`src/rtl/s2p_frame_sequencer.sv`:
```
// Framing controller and one-entry output buffer for a WIDTH-bit serial-to-parallel
// deserializer: bit counter, IDLE/SHIFT sequencing, valid/ready holding register, sticky overrun.
module s2p_frame_sequencer #(
    parameter int WIDTH     = 8,
    parameter bit MSB_FIRST = 1'b1
) (
    input  logic             clk,
    input  logic             rst,
    input  logic             bit_valid,
    input  logic             bit_in,
    input  logic             frame_start,
    input  logic             frame_abort,
    input  logic             data_ready,
    input  logic             overrun_clr,
    output logic             shift_enable,
    output logic             busy,
    output logic [5:0]       bit_count,
    output logic [WIDTH-1:0] data_out,
    output logic             data_valid,
    output logic             overrun
);

    typedef enum logic {IDLE = 1'b0, SHIFT = 1'b1} state_t;

    localparam logic [5:0] WIDTH_CNT = 6'(WIDTH);

    state_t           state_q, state_d;
    logic [5:0]       count_q, count_d, accept_count;
    logic [WIDTH-1:0] sreg_q, sreg_d, shift_base, shifted;
    logic             word_done, take_word, drop_word;

    // A completed word keeps the FSM in SHIFT with count==WIDTH for one cycle;
    // only a frame_start bit may be accepted then, which gives back-to-back framing.
    always_comb begin
        shift_enable = 1'b0;
        if (bit_valid && !frame_abort) begin
            if (state_q == IDLE) begin
                shift_enable = frame_start;
            end else begin
                shift_enable = frame_start || (count_q != WIDTH_CNT);
            end
        end
    end

    assign accept_count = frame_start ? 6'd1 : (count_q + 6'd1);
    assign shift_base   = frame_start ? '0 : sreg_q;

    if (MSB_FIRST) begin : g_msb_first
        assign shifted = {shift_base[WIDTH-2:0], bit_in};
    end else begin : g_lsb_first
        assign shifted = {bit_in, shift_base[WIDTH-1:1]};
    end

    always_comb begin
        state_d = state_q;
        count_d = count_q;
        sreg_d  = sreg_q;
        if (frame_abort) begin
            state_d = IDLE;
            count_d = 6'd0;
        end else if (shift_enable) begin
            state_d = SHIFT;
            count_d = accept_count;
            sreg_d  = shifted;
        end else if ((state_q == SHIFT) && (count_q == WIDTH_CNT)) begin
            state_d = IDLE;
            count_d = 6'd0;
        end
    end

    always_ff @(posedge clk or posedge rst) begin
        if (rst) begin
            state_q <= IDLE;
            count_q <= 6'd0;
            sreg_q  <= '0;
        end else begin
            state_q <= state_d;
            count_q <= count_d;
            sreg_q  <= sreg_d;
        end
    end

    // Handshake: data_valid=1 means data_out holds an unconsumed word; a transfer happens
    // on any edge where data_valid & data_ready, and a completing word may replace it on that edge.
    assign word_done = shift_enable && (accept_count == WIDTH_CNT);
    assign take_word = word_done && (!data_valid || data_ready);
    assign drop_word = word_done && data_valid && !data_ready;

    always_ff @(posedge clk or posedge rst) begin
        if (rst) begin
            data_out   <= '0;
            data_valid <= 1'b0;
            overrun    <= 1'b0;
        end else begin
            if (take_word) begin
                data_out   <= shifted;
                data_valid <= 1'b1;
            end else if (data_valid && data_ready) begin
                data_valid <= 1'b0;
            end
            overrun <= drop_word || (overrun && !overrun_clr);
        end
    end

    assign busy      = (state_q == SHIFT);
    assign bit_count = count_q;

endmodule

```
`config.mk`:
```
export PLATFORM = sky130hd
export DESIGN_NAME = s2p_frame_sequencer
export DESIGN_NICKNAME = d
export VERILOG_FILES = /design/src/rtl/s2p_frame_sequencer.sv
export SDC_FILE = /design/constraint.sdc
export NUM_CORES = 1
export LEC_CHECK = 0
export BUFFER_PORTS_ARGS = -buffer_cell sky130_fd_sc_hd__buf_2
export CAP_MARGIN = 20
export CORE_MARGIN = 8
export CORE_UTILIZATION = 56
export DETAILED_ROUTE_END_ITERATION = 16
export HOLD_SLACK_MARGIN = 0.15
export PLACE_DENSITY = 0.82
export SETUP_SLACK_MARGIN = 0.15
export SLEW_MARGIN = 20
export SYNTH_ARGS = -nofsm -noshare
export SYNTH_HDL_FRONTEND = slang
export SYNTH_SLANG_ARGS = --single-unit
```
`constraint.sdc`:
```
create_clock -name clk -period 3.1 [get_ports clk]
set_input_delay 0.31 -clock clk [delete_from_list [all_inputs] [get_ports clk]]
set_output_delay 0.31 -clock clk [all_outputs]
set_load 0.01 [all_outputs]
```
==> impl_results.md, run 1 <==
- Final design instance area without fill: 1370 sq um
- Maximum net fanout on the critical path: 8
- Vias after detailed routing: 838
- Cts hold-fix bufs: 0
- Slew Viols, Final: 0
- Starting utilization of the core area: 0.593
- Most frequent cells in the layout: sky130_fd_sc_hd__buf_2 (25), sky130_fd_sc_hd__dfrtp_1 (24), sky130_fd_sc_hd__nand2_1 (12), sky130_fd_sc_hd__inv_1 (11), sky130_fd_sc_hd__o21ai_0 (11)
- Maximum level of the CTS H-tree: 1
- Worst min path class: input pin to async pin
- Post-Route WL: 2.26 mm
- Master cell of the clock root buffer: sky130_fd_sc_hd__clkbuf_4
- Buffers added on ports: 25
- Final critical-path required period: 2.51 ns
- Leading cell type in the layout, fill and taps excluded: sky130_fd_sc_hd__buf_2
- Number of nets with antenna violations after routing: 0
- Hold violation count in the final report: 0
- Global-route wire length before repair: 3.77 mm
- Top-Level Pins: 26
- Pin count of the biggest net entering global routing: 25
- Area taken by multi-input logic gates: 519 sq um
- Status: finished, final reports clean
- First drt pass iteration count: 4
- Grt total ovfl: 0
- Clock sinks: 24
- Distinct cell type count of the synthesized netlist: 30
- Number of DRC violations after detailed routing: 0
- Type of element capturing the critical path: flop
- Count of final setup violators: 0
- Mean area per synthesized cell: 11.3 sq um
- Type of the worst setup path: flop to flop
- Fraction of final layout cells sized beyond drive strength 1: 0.351
- Die height: 61.8 microns
- Final setup TNS: 0 ns
- Top flip-flop cell by instance count after synthesis: sky130_fd_sc_hd__dfrtp_1
- Minimum setup slack in the final design: 0.591 ns
- Total standard cell area after synthesis: 1180 sq um
- Resize count post-CTS: 0
- Register share of total power: 0.545
- Flops & latches, synth: 24
- Count of maximum capacitance violations: 0
- Timing-limited maximum frequency: 399 MHz
- CTS tree: yes
- Final antenna diode count: 0
- Launching element type of the critical path: flop
- Layout overhead on the synthesized area: 16.7%
- Critical path data arrival time: 2.71 ns
- Internal power: 485 uW
- DRT iter0 DRCs: 8
- Initial antenna violation count: 0
- Transition at the pin with the smallest max-transition slack: 0.852 ns
- Vias in the first global route: 836
- Synth Net Count: 114
- Power density cells: 450 nW/um^2
- Number of buffers between clock root and the deepest sink: 2
- Total cell area at the placement stage: 1320 sq um
- Register cell area after layout: 601 sq um
- Number of buffers created by CTS: 3
- Hpwl dp: 1.72 mm
- Die area: 3820 sq um
- Share of the cycle needed by the critical path after routing: 0.809
- Slew HR: 0.432
- Worst endpoint required time: 3.30 ns
- Post-route total power: 617 uW
- Max IR drop VDD: 0.344 mV
- Clock network power share: 0.357
- Number of inserted filler cells in the final layout: 151
- Share of flip-flops with an asynchronous set or reset after synthesis: 1.00
- Core Area: 1980 sq um
- Logic pwr share: 0.098
- Count of flip-flops with a built-in enable after synthesis: 0
- Switch Pwr: 132 uW
- Yosys warnings: 0
- Clk Latency, worst-skew pair: 0.30 ns
- Post-CTS Setup Repair Bufs: 0
- Global router's overall resource usage: 0.131
- Post-route clock skew: 0.000821 ns
- Routability congestion estimate: 0.858
- Clk pin slew, worst setup/hold paths: 0.13 ns
- RSZ-0062 raised after global routing: false
- Pre-CTS setup slack: 0.648 ns
- Routed wirelength normalized by instance count: 14.3 microns
- Number of cell rows: 16
- Vias per inst: 5.30
- Sequential share of the synthesized area: 0.511
- Cell count after synthesis: 104
- Fin Hold WS: 0.154 ns
- Horizontal die dimension: 61.8 microns
- Leak Pwr: 0.000714 uW
- Switching portion of total power: 0.213
- Worst reg2reg path depth: 6
- Count of nets after finishing: 142
-- synth_stat cells, drive strengths merged, types with 2 or more instances --
master | number | area share
and3 | 2 | 0.012
a21oi | 2 | 0.0085
nor2 | 2 | 0.0064
ha | 2 | 0.021
inv | 11 | 0.035
dfrtp | 24 | 0.51
mux2 | 9 | 0.10
nand2 | 12 | 0.038
and2b | 5 | 0.034
nand3 | 3 | 0.013
nand2b | 3 | 0.022
a21o | 2 | 0.014
xnor2 | 3 | 0.022
o21ai | 11 | 0.047
mux2i | 3 | 0.026
-- critical path, cell delays in order, from the launching register on --
cell                       delay, ns
sky130_fd_sc_hd__dfrtp_1        0.45
sky130_fd_sc_hd__inv_1          0.07
sky130_fd_sc_hd__ha_1           0.23
sky130_fd_sc_hd__a2111o_1       0.47
sky130_fd_sc_hd__nor4_2         0.30
sky130_fd_sc_hd__and4_1         0.55
sky130_fd_sc_hd__mux2_4         0.35
-- routing by layer --
layer / global-route usage / up-vias / share of wire / routed length (microns)
li1: - / 403 / - / -
met1: 0.171 / 399 / 0.44 / 989
met2: 0.210 / 34 / 0.48 / 1080
met3: 0.0267 / 2 / 0.079 / 178
met4: 0.0487 / 0 / 0.0084 / 19
met5: 0 / - / 0 / 0
-- final timing paths --
check	from	endpoint	slack (ns)
hold / removal	rst	data_out[7]$_DFFE_PP0P_	0.15
min in group clk	overrun_clr	overrun$_DFF_PP0_	0.18
setup reg to reg	bit_count[0]$_DFFE_PP0P_	data_out[1]$_DFFE_PP0P_	0.59
max in group asynchronous	rst	bit_count[0]$_DFFE_PP0P_	2.43
hold reg to reg	sreg_q[6]$_DFFE_PP0P_	sreg_q[6]$_DFFE_PP0P_	0.49
setup / recovery	bit_count[0]$_DFFE_PP0P_	data_out[1]$_DFFE_PP0P_	0.59
-- flip-flops by register name (all words and copies together), names as in the netlist --
name,flops
bit_count,6
sreg_q,7
overrun,1
data_valid,1
data_out,8
busy,1
-- stage by stage --
step	utilization	instances
CTS	0.693	158
global placement	0.666	154
finish	0.693	158
detailed placement	0.666	154
floorplan	-	104
global route	0.693	158
-- kinds of logic after synthesis --
family                     share of synthesized area
xor gates and xnor gates                      0.0223
buffers and inverters                         0.0479
muxes                                          0.128
DFF                                            0.511
and+or+nand+nor                                0.170
AOI/OAI and AO/OA                              0.100
adders and majority gates                     0.0213
-- area by class of cell --
type,instances,share of cell area
timing repair buffer,25,0.0912
clock buffer,3,0.0164
sequential,24,0.438
inverter,11,0.0301
clock inverter,1,0.0219
multi-input combinational,67,0.378
tap,27,0.0246
-- power groups by stage --
stage	sequential, uW	clock [uW]	combinational, uW
after floorplan	341	0	40.4
after global placement	341	0	58.0
after detailed placement	342	0	60.3
after CTS	336	225	61.4
after global routing	339	239	67.7
final	336	220	60.5
Note: power is estimated with default switching activity, not from simulation.
==> inputs of run 2 (changes only) <==
--- a/config.mk
+++ b/config.mk
@@ -8,10 +8,10 @@
 export BUFFER_PORTS_ARGS = -buffer_cell sky130_fd_sc_hd__buf_2
 export CAP_MARGIN = 20
 export CORE_MARGIN = 8
-export CORE_UTILIZATION = 56
+export CORE_UTILIZATION = 47
 export DETAILED_ROUTE_END_ITERATION = 16
 export HOLD_SLACK_MARGIN = 0.15
-export PLACE_DENSITY = 0.82
+export PLACE_DENSITY = 0.73
 export SETUP_SLACK_MARGIN = 0.15
 export SLEW_MARGIN = 20
 export SYNTH_ARGS = -nofsm -noshare
==> constraint.sdc (replaced) <==
create_clock -name clk -period 2.3 [get_ports clk]
set_input_delay 0.23 -clock clk [delete_from_list [all_inputs] [get_ports clk]]
set_output_delay 0.23 -clock clk [all_outputs]
set_load 0.01 [all_outputs]
==> run 2 against run 1 <==
Against the previous run: clock skew increased by 0.0068 ns; die area increased by 14%; first-iteration DRC count rose to 3.0 times the previous value; via count grew 5.7%; critical endpoint is now data_out[3]$_DFFE_PP0P_; largest power group unchanged.
==> impl_results.md, run 2 (synthesis results as in run 1) <==
- Status: finished, final reports clean
- Worst min path class: input pin to flop
- Initial antenna violation count: 0
- Master cell of the clock root buffer: sky130_fd_sc_hd__clkbuf_4
- Hold-critical path endpoint: data_valid$_DFFE_PP0P_
- Horizontal die dimension: 66.0 microns
- Die height: 66.0 microns
- Count of maximum capacitance violations: 0
- Vias per inst: 5.09
- Post-Layout Cell Count: 174
- Slew HR: 0.413
- Count of nets after finishing: 155
- Switch Pwr: 189 uW
- Vias after detailed routing: 886
- Count of final setup violators: 0
- R2R Path Start: bit_count[1]$_DFFE_PP0P_
- Grt total ovfl: 0
- Internal power: 587 uW
- Transition at the pin with the smallest max-transition slack: 0.880 ns
- Number of buffers between clock root and the deepest sink: 2
- Number of DRC violations after detailed routing: 0
- Placed insts: 162
- Register ranked first by flip-flop count: data_out
- Hpwl dp: 1.81 mm
- Logic pwr share: 0.128
- Final core area utilization: 0.611
- Type of element capturing the critical path: flop
- Die area: 4360 sq um
- Final critical-path required period: 2.12 ns
- Clk pin slew, worst setup/hold paths: 0.13 ns
- Timing-limited maximum frequency: 471 MHz
- RSZ-0062 raised after global routing: false
- Power density cells: 522 nW/um^2
- Clock network power share: 0.290
- Layout overhead on the synthesized area: 26.3%
- Kind of cell with the highest combined delay on the critical path: simple AND/OR/NAND/NOR gates
- Max IR drop VDD: 0.303 mV
- Post-route clock skew: 0.00757 ns
- Routability congestion estimate: 0.861
- Buffers added on ports: 25
- Hold Path Stages: 3
- Number of nets with antenna violations after routing: 0
- CTS tree: yes
- Leading cell type in the layout, fill and taps excluded: sky130_fd_sc_hd__buf_2
- Global router's overall resource usage: 0.119
- Vias in the first global route: 897
- Origin of the worst min-delay path: data_ready
- Maximum net fanout on the critical path: 6
- Global-route wire length before repair: 4.06 mm
- Fin Hold WS: 0.219 ns
- Type of the worst setup path: flop to flop
- Longest individual stage delay on the worst path: 0.41 ns
- Number of buffers created by CTS: 3
- Top-Level Pins: 26
- Fraction of final layout cells sized beyond drive strength 1: 0.417
- Starting utilization of the core area: 0.484
- Routed wirelength normalized by instance count: 14.5 microns
- Clock sinks: 24
- Slew Viols, Final: 0
- Post-Route WL: 2.52 mm
- Number of cell rows: 18
- Largest register FFs: 8
- Leak Pwr: 0.000769 uW
- Worst endpoint required time: 2.52 ns
- Final antenna diode count: 0
- Worst-path cell chain: inv_1 > ha_2 > a2111o_1 > nor4_4 > and4_4 > mux2_4
- Endpoint of the most critical register-to-register path: data_out[3]$_DFFE_PP0P_
- Register share of total power: 0.582
- Switching portion of total power: 0.244
- Hold violation count in the final report: 0
- DRT iter0 DRCs: 24
- Share of the cycle needed by the critical path after routing: 0.922
- Worst Path Buf+Inv: 1
- Most frequent cells in the layout: sky130_fd_sc_hd__buf_2 (25), sky130_fd_sc_hd__dfrtp_1 (22), sky130_fd_sc_hd__nand2_1 (12), sky130_fd_sc_hd__inv_1 (11), sky130_fd_sc_hd__o21ai_0 (11)
- Pin count of the biggest net entering global routing: 25
- Worst reg2reg path depth: 6
- Post-route total power: 776 uW
- Final setup TNS: 0 ns
- First drt pass iteration count: 4
- Launching element type of the critical path: flop
- Critical path data arrival time: 2.34 ns
- Worst-case register-to-register setup slack: 0.18 ns
- Maximum level of the CTS H-tree: 1
- Slowest cell on the critical path: sky130_fd_sc_hd__a2111o_1
- Clk Latency, worst-skew pair: 0.32 ns
- Core Area: 2430 sq um
run 2: worst max-delay path by stage:
stage / startpoint / cells past startpoint / end / slack (ns)
after global routing: bit_count[0]$_DFFE_PP0P_ / 7 / data_out[4]$_DFFE_PP0P_ / 0.13
after detailed placement: bit_count[1]$_DFFE_PP0P_ / 7 / data_out[5]$_DFFE_PP0P_ / 0.05
after floorplan: bit_count[0]$_DFFE_PP0P_ / 7 / data_out[0]$_DFFE_PP0P_ / 0.14
after global placement: bit_count[1]$_DFFE_PP0P_ / 6 / data_out[0]$_DFFE_PP0P_ / 0.13
final: bit_count[1]$_DFFE_PP0P_ / 6 / data_out[3]$_DFFE_PP0P_ / 0.18
after CTS: bit_count[1]$_DFFE_PP0P_ / 6 / data_out[3]$_DFFE_PP0P_ / 0.15
run 2: worst reg2reg max path, delay by kind of cell, from the launching register on:
family                   cells  cell delay, ns
flip-flops                   1            0.40
AO/OA/AOI/OAI                1            0.41
buffers and inverters        1            0.07
adder cells (fa/ha/maj)      1            0.18
multiplexers                 1            0.31
AND/OR/NAND/NOR              2            0.64
run 2: layout make-up:
cell class	instances	area, sq um
multi-input cells	67	534
repair buffers	38	233
fillers	226	947
inverters	11	41.3
well taps	30	37.5
clock buffers	4	36.3
flip-flops and latches	24	603
run 2: what timing repair did:
action                     CTS  global route
buffers inserted             0             4
setup endpoints to repair    9             9
hold endpoints to repair    28             0
hold buffers                 4             0
resized for setup            3             3
pin swaps                    0             2
run 2: stage by stage:
step | cell area [sq um] | worst slack, ns
2_1_floorplan | 1180 | 0.137
3_3_place_gp | 1360 | 0.135
3_5_place_dp | 1360 | 0.0486
4_1_cts | 1440 | 0.154
5_1_grt | 1490 | 0.132
6_report | 1490 | 0.178
run 2: routing by layer:
layer  up-vias  track usage  wire (microns)
met1       434        0.140            1120
met4         0       0.0587              35
li1        433            -               -
met5         -            0               0
met3         4       0.0305             114
met2        15        0.195            1240
run 2: power groups by stage:
stage	Sequential [uW]	Combinational, uW	Clock, uW
3_3_place_gp	458	84.3	0
5_1_grt	454	110	248
3_5_place_dp	460	86.8	0
6_report	451	99.5	225
4_1_cts	452	92.5	232
2_1_floorplan	460	55.0	0
==> inputs of run 3 (changes only) <==
--- a/config.mk
+++ b/config.mk
@@ -10,6 +10,7 @@
 export CORE_MARGIN = 8
 export CORE_UTILIZATION = 47
 export DETAILED_ROUTE_END_ITERATION = 16
+export GPL_TIMING_DRIVEN = 0
 export HOLD_SLACK_MARGIN = 0.15
 export PLACE_DENSITY = 0.73
 export SETUP_SLACK_MARGIN = 0.15
==> run 3 against run 2 <==
Against the previous run: total power is 0.59% lower; clock skew is 0.0044 ns lower; combinational power hardly changed; clock power is 4% lower; routed wire length hardly changed; sequential share of layout area is 1.2 points lower; largest power group unchanged; non-clock buffer count is 6 higher; first-iteration DRC count is 42% higher; critical path depth stayed put.
==> impl_results.md, run 3 (synthesis results as in run 1) <==
- Worst min path class: input pin to flop
- Switch Pwr: 183 uW
- Register share of total power: 0.586
- Count of nets after finishing: 161
- Critical path data arrival time: 2.34 ns
- Clock network power share: 0.281
- Total cell area at the placement stage: 1340 sq um
- Hpwl dp: 1.83 mm
- Post-Route WL: 2.52 mm
- Horizontal die dimension: 66.0 microns
- Starting utilization of the core area: 0.484
- Max IR drop VDD: 0.312 mV
- Buffers added on ports: 25
- Final setup TNS: 0 ns
- Area taken by multi-input logic gates: 529 sq um
- DRT iter0 DRCs: 34
- Global-route wire length before repair: 4.13 mm
- Largest register FFs: 8
- Final critical-path required period: 2.13 ns
- Slew HR: 0.416
- Leak Pwr: 0.000799 uW
- Status: finished, final reports clean
- Fraction of final layout cells sized beyond drive strength 1: 0.447
- Core Area: 2430 sq um
- Hold violation count in the final report: 0
- Vias per inst: 5.04
- Worst reg2reg path depth: 6
- Pre-CTS setup slack: 0.0163 ns
- Slowest cell on the critical path: sky130_fd_sc_hd__a2111o_1
- Clock sinks: 24
- Switching portion of total power: 0.237
- Top-Level Pins: 26
- Layout overhead on the synthesized area: 30.4%
- Hold Path Stages: 3
- Fin Hold WS: 0.216 ns
- Hold-critical path endpoint: data_valid$_DFFE_PP0P_
- Origin of the worst min-delay path: data_ready
- Minimum setup slack in the final design: 0.167 ns
- Final design instance area without fill: 1530 sq um
- Clk Latency, worst-skew pair: 0.31 ns
- Die height: 66.0 microns
- Register cell area after layout: 604 sq um
- CTS tree: yes
- Register ranked first by flip-flop count: data_out
- Most frequent cells in the layout: sky130_fd_sc_hd__buf_2 (25), sky130_fd_sc_hd__dfrtp_1 (21), sky130_fd_sc_hd__buf_4 (13), sky130_fd_sc_hd__nand2_1 (12), sky130_fd_sc_hd__o21ai_0 (11)
- Global router's overall resource usage: 0.119
- Logic pwr share: 0.133
- Number of inserted filler cells in the final layout: 196
- Count of maximum capacitance violations: 0
- Initial antenna violation count: 0
- Maximum net fanout on the critical path: 7
- Final core area utilization: 0.631
- Endpoint of the most critical register-to-register path: data_out[0]$_DFFE_PP0P_
- Number of buffers created by CTS: 3
- Worst Path Buf+Inv: 1
- Worst-path cell chain: nor4b_4 > a2111o_1 > nor4_2 > and4_1 > buf_6 > mux2_4
- Number of DRC violations after detailed routing: 0
- Die area: 4360 sq um
- Routability congestion estimate: 0.827
- Power density cells: 503 nW/um^2
- Slew Viols, Final: 0
- Clk pin slew, worst setup/hold paths: 0.13 ns
- Launching element type of the critical path: flop
- Master cell of the clock root buffer: sky130_fd_sc_hd__clkbuf_4
- Share of the cycle needed by the critical path after routing: 0.928
- Vias after detailed routing: 907
- Vias in the first global route: 897
- Grt total ovfl: 0
- Count of final setup violators: 0
- Longest individual stage delay on the worst path: 0.46 ns
- Number of nets with antenna violations after routing: 0
- Pin count of the biggest net entering global routing: 25
- Timing-limited maximum frequency: 469 MHz
- Type of the worst setup path: flop to flop
- Type of element capturing the critical path: flop
- Worst-case register-to-register setup slack: 0.17 ns
- RSZ-0062 raised after global routing: true
- Number of buffers between clock root and the deepest sink: 2
- Number of cell rows: 18
- Routed wirelength normalized by instance count: 14.0 microns
- Kind of cell with the highest combined delay on the critical path: simple AND/OR/NAND/NOR gates
- R2R Path Start: bit_count[3]$_DFFE_PP0P_
- Internal power: 589 uW
- Transition at the pin with the smallest max-transition slack: 0.875 ns
- Leading cell type in the layout, fill and taps excluded: sky130_fd_sc_hd__buf_2
- Final antenna diode count: 0
- Worst endpoint required time: 2.51 ns
- Post-route clock skew: 0.00322 ns
- Maximum level of the CTS H-tree: 1
- First drt pass iteration count: 4
[run 3: cell types whose count changed in the layout (fill, tap and decap cells not counted), sizes merged]
cell,change
buf,+6
[run 3: power by group through the flow]
| stage | combinational [uW] | sequential (uW) | clock, uW |
|---|---|---|---|
| after floorplan | 55.0 | 460 | 0 |
| after global placement | 79.4 | 460 | 0 |
| after detailed placement | 85.1 | 462 | 0 |
| after CTS | 100 | 452 | 225 |
| after global routing | 113 | 454 | 242 |
| final | 102 | 452 | 217 |
[run 3: how the worst max path moves through the flow]
stage | from | end | slack, ns | depth (start not counted)
final | bit_count[3]$_DFFE_PP0P_ | data_out[0]$_DFFE_PP0P_ | 0.17 | 6
after global routing | bit_count[3]$_DFFE_PP0P_ | data_out[3]$_DFFE_PP0P_ | 0.07 | 6
after detailed placement | bit_count[0]$_DFFE_PP0P_ | data_out[0]$_DFFE_PP0P_ | 0.02 | 7
after CTS | bit_count[1]$_DFFE_PP0P_ | data_out[0]$_DFFE_PP0P_ | 0.16 | 7
after global placement | bit_count[3]$_DFFE_PP0P_ | data_out[0]$_DFFE_PP0P_ | 0.04 | 6
after floorplan | bit_count[0]$_DFFE_PP0P_ | data_out[0]$_DFFE_PP0P_ | 0.14 | 7
[run 3: repair_timing]
| item | 4_1_cts | 5_1_grt |
|---|---|---|
| pin swaps | 3 | 5 |
| gates cloned | 0 | 0 |
| hold buffers | 3 | 1 |
| buffers inserted | 6 | 7 |
| endpoints found under the setup margin | 9 | 9 |
| hold endpoints to repair | 26 | 2 |
| gates resized for setup | 3 | 6 |
[run 3: cell type report]
type | instances | area share
buffer | 2 | 0.0147
clock buffer | 4 | 0.0237
inverter | 11 | 0.0269
multi-input combinational | 67 | 0.345
sequential | 24 | 0.394
tap | 30 | 0.0245
timing repair buffer | 42 | 0.171
[run 3: stage by stage]
stage	total power, uW	std cells
global placement	539	159
floorplan	515	104
finish	771	180
detailed placement	547	159
CTS	777	172
global route	809	180
[run 3: worst reg2reg max path, cell delays in order (launching register included)]
cell	delay (ns)
sky130_fd_sc_hd__dfrtp_2	0.44
sky130_fd_sc_hd__nor4b_4	0.15
sky130_fd_sc_hd__a2111o_1	0.46
sky130_fd_sc_hd__nor4_2	0.29
sky130_fd_sc_hd__and4_1	0.24
sky130_fd_sc_hd__buf_6	0.15
sky130_fd_sc_hd__mux2_4	0.31
[run 3: routing by layer]
metal	vias to the layer above	wire length [microns]	track usage
met3	6	157	0.0322
li1	442	-	-
met2	24	1300	0.211
met1	435	1000	0.126
met4	0	52	0.0613
met5	-	0	0
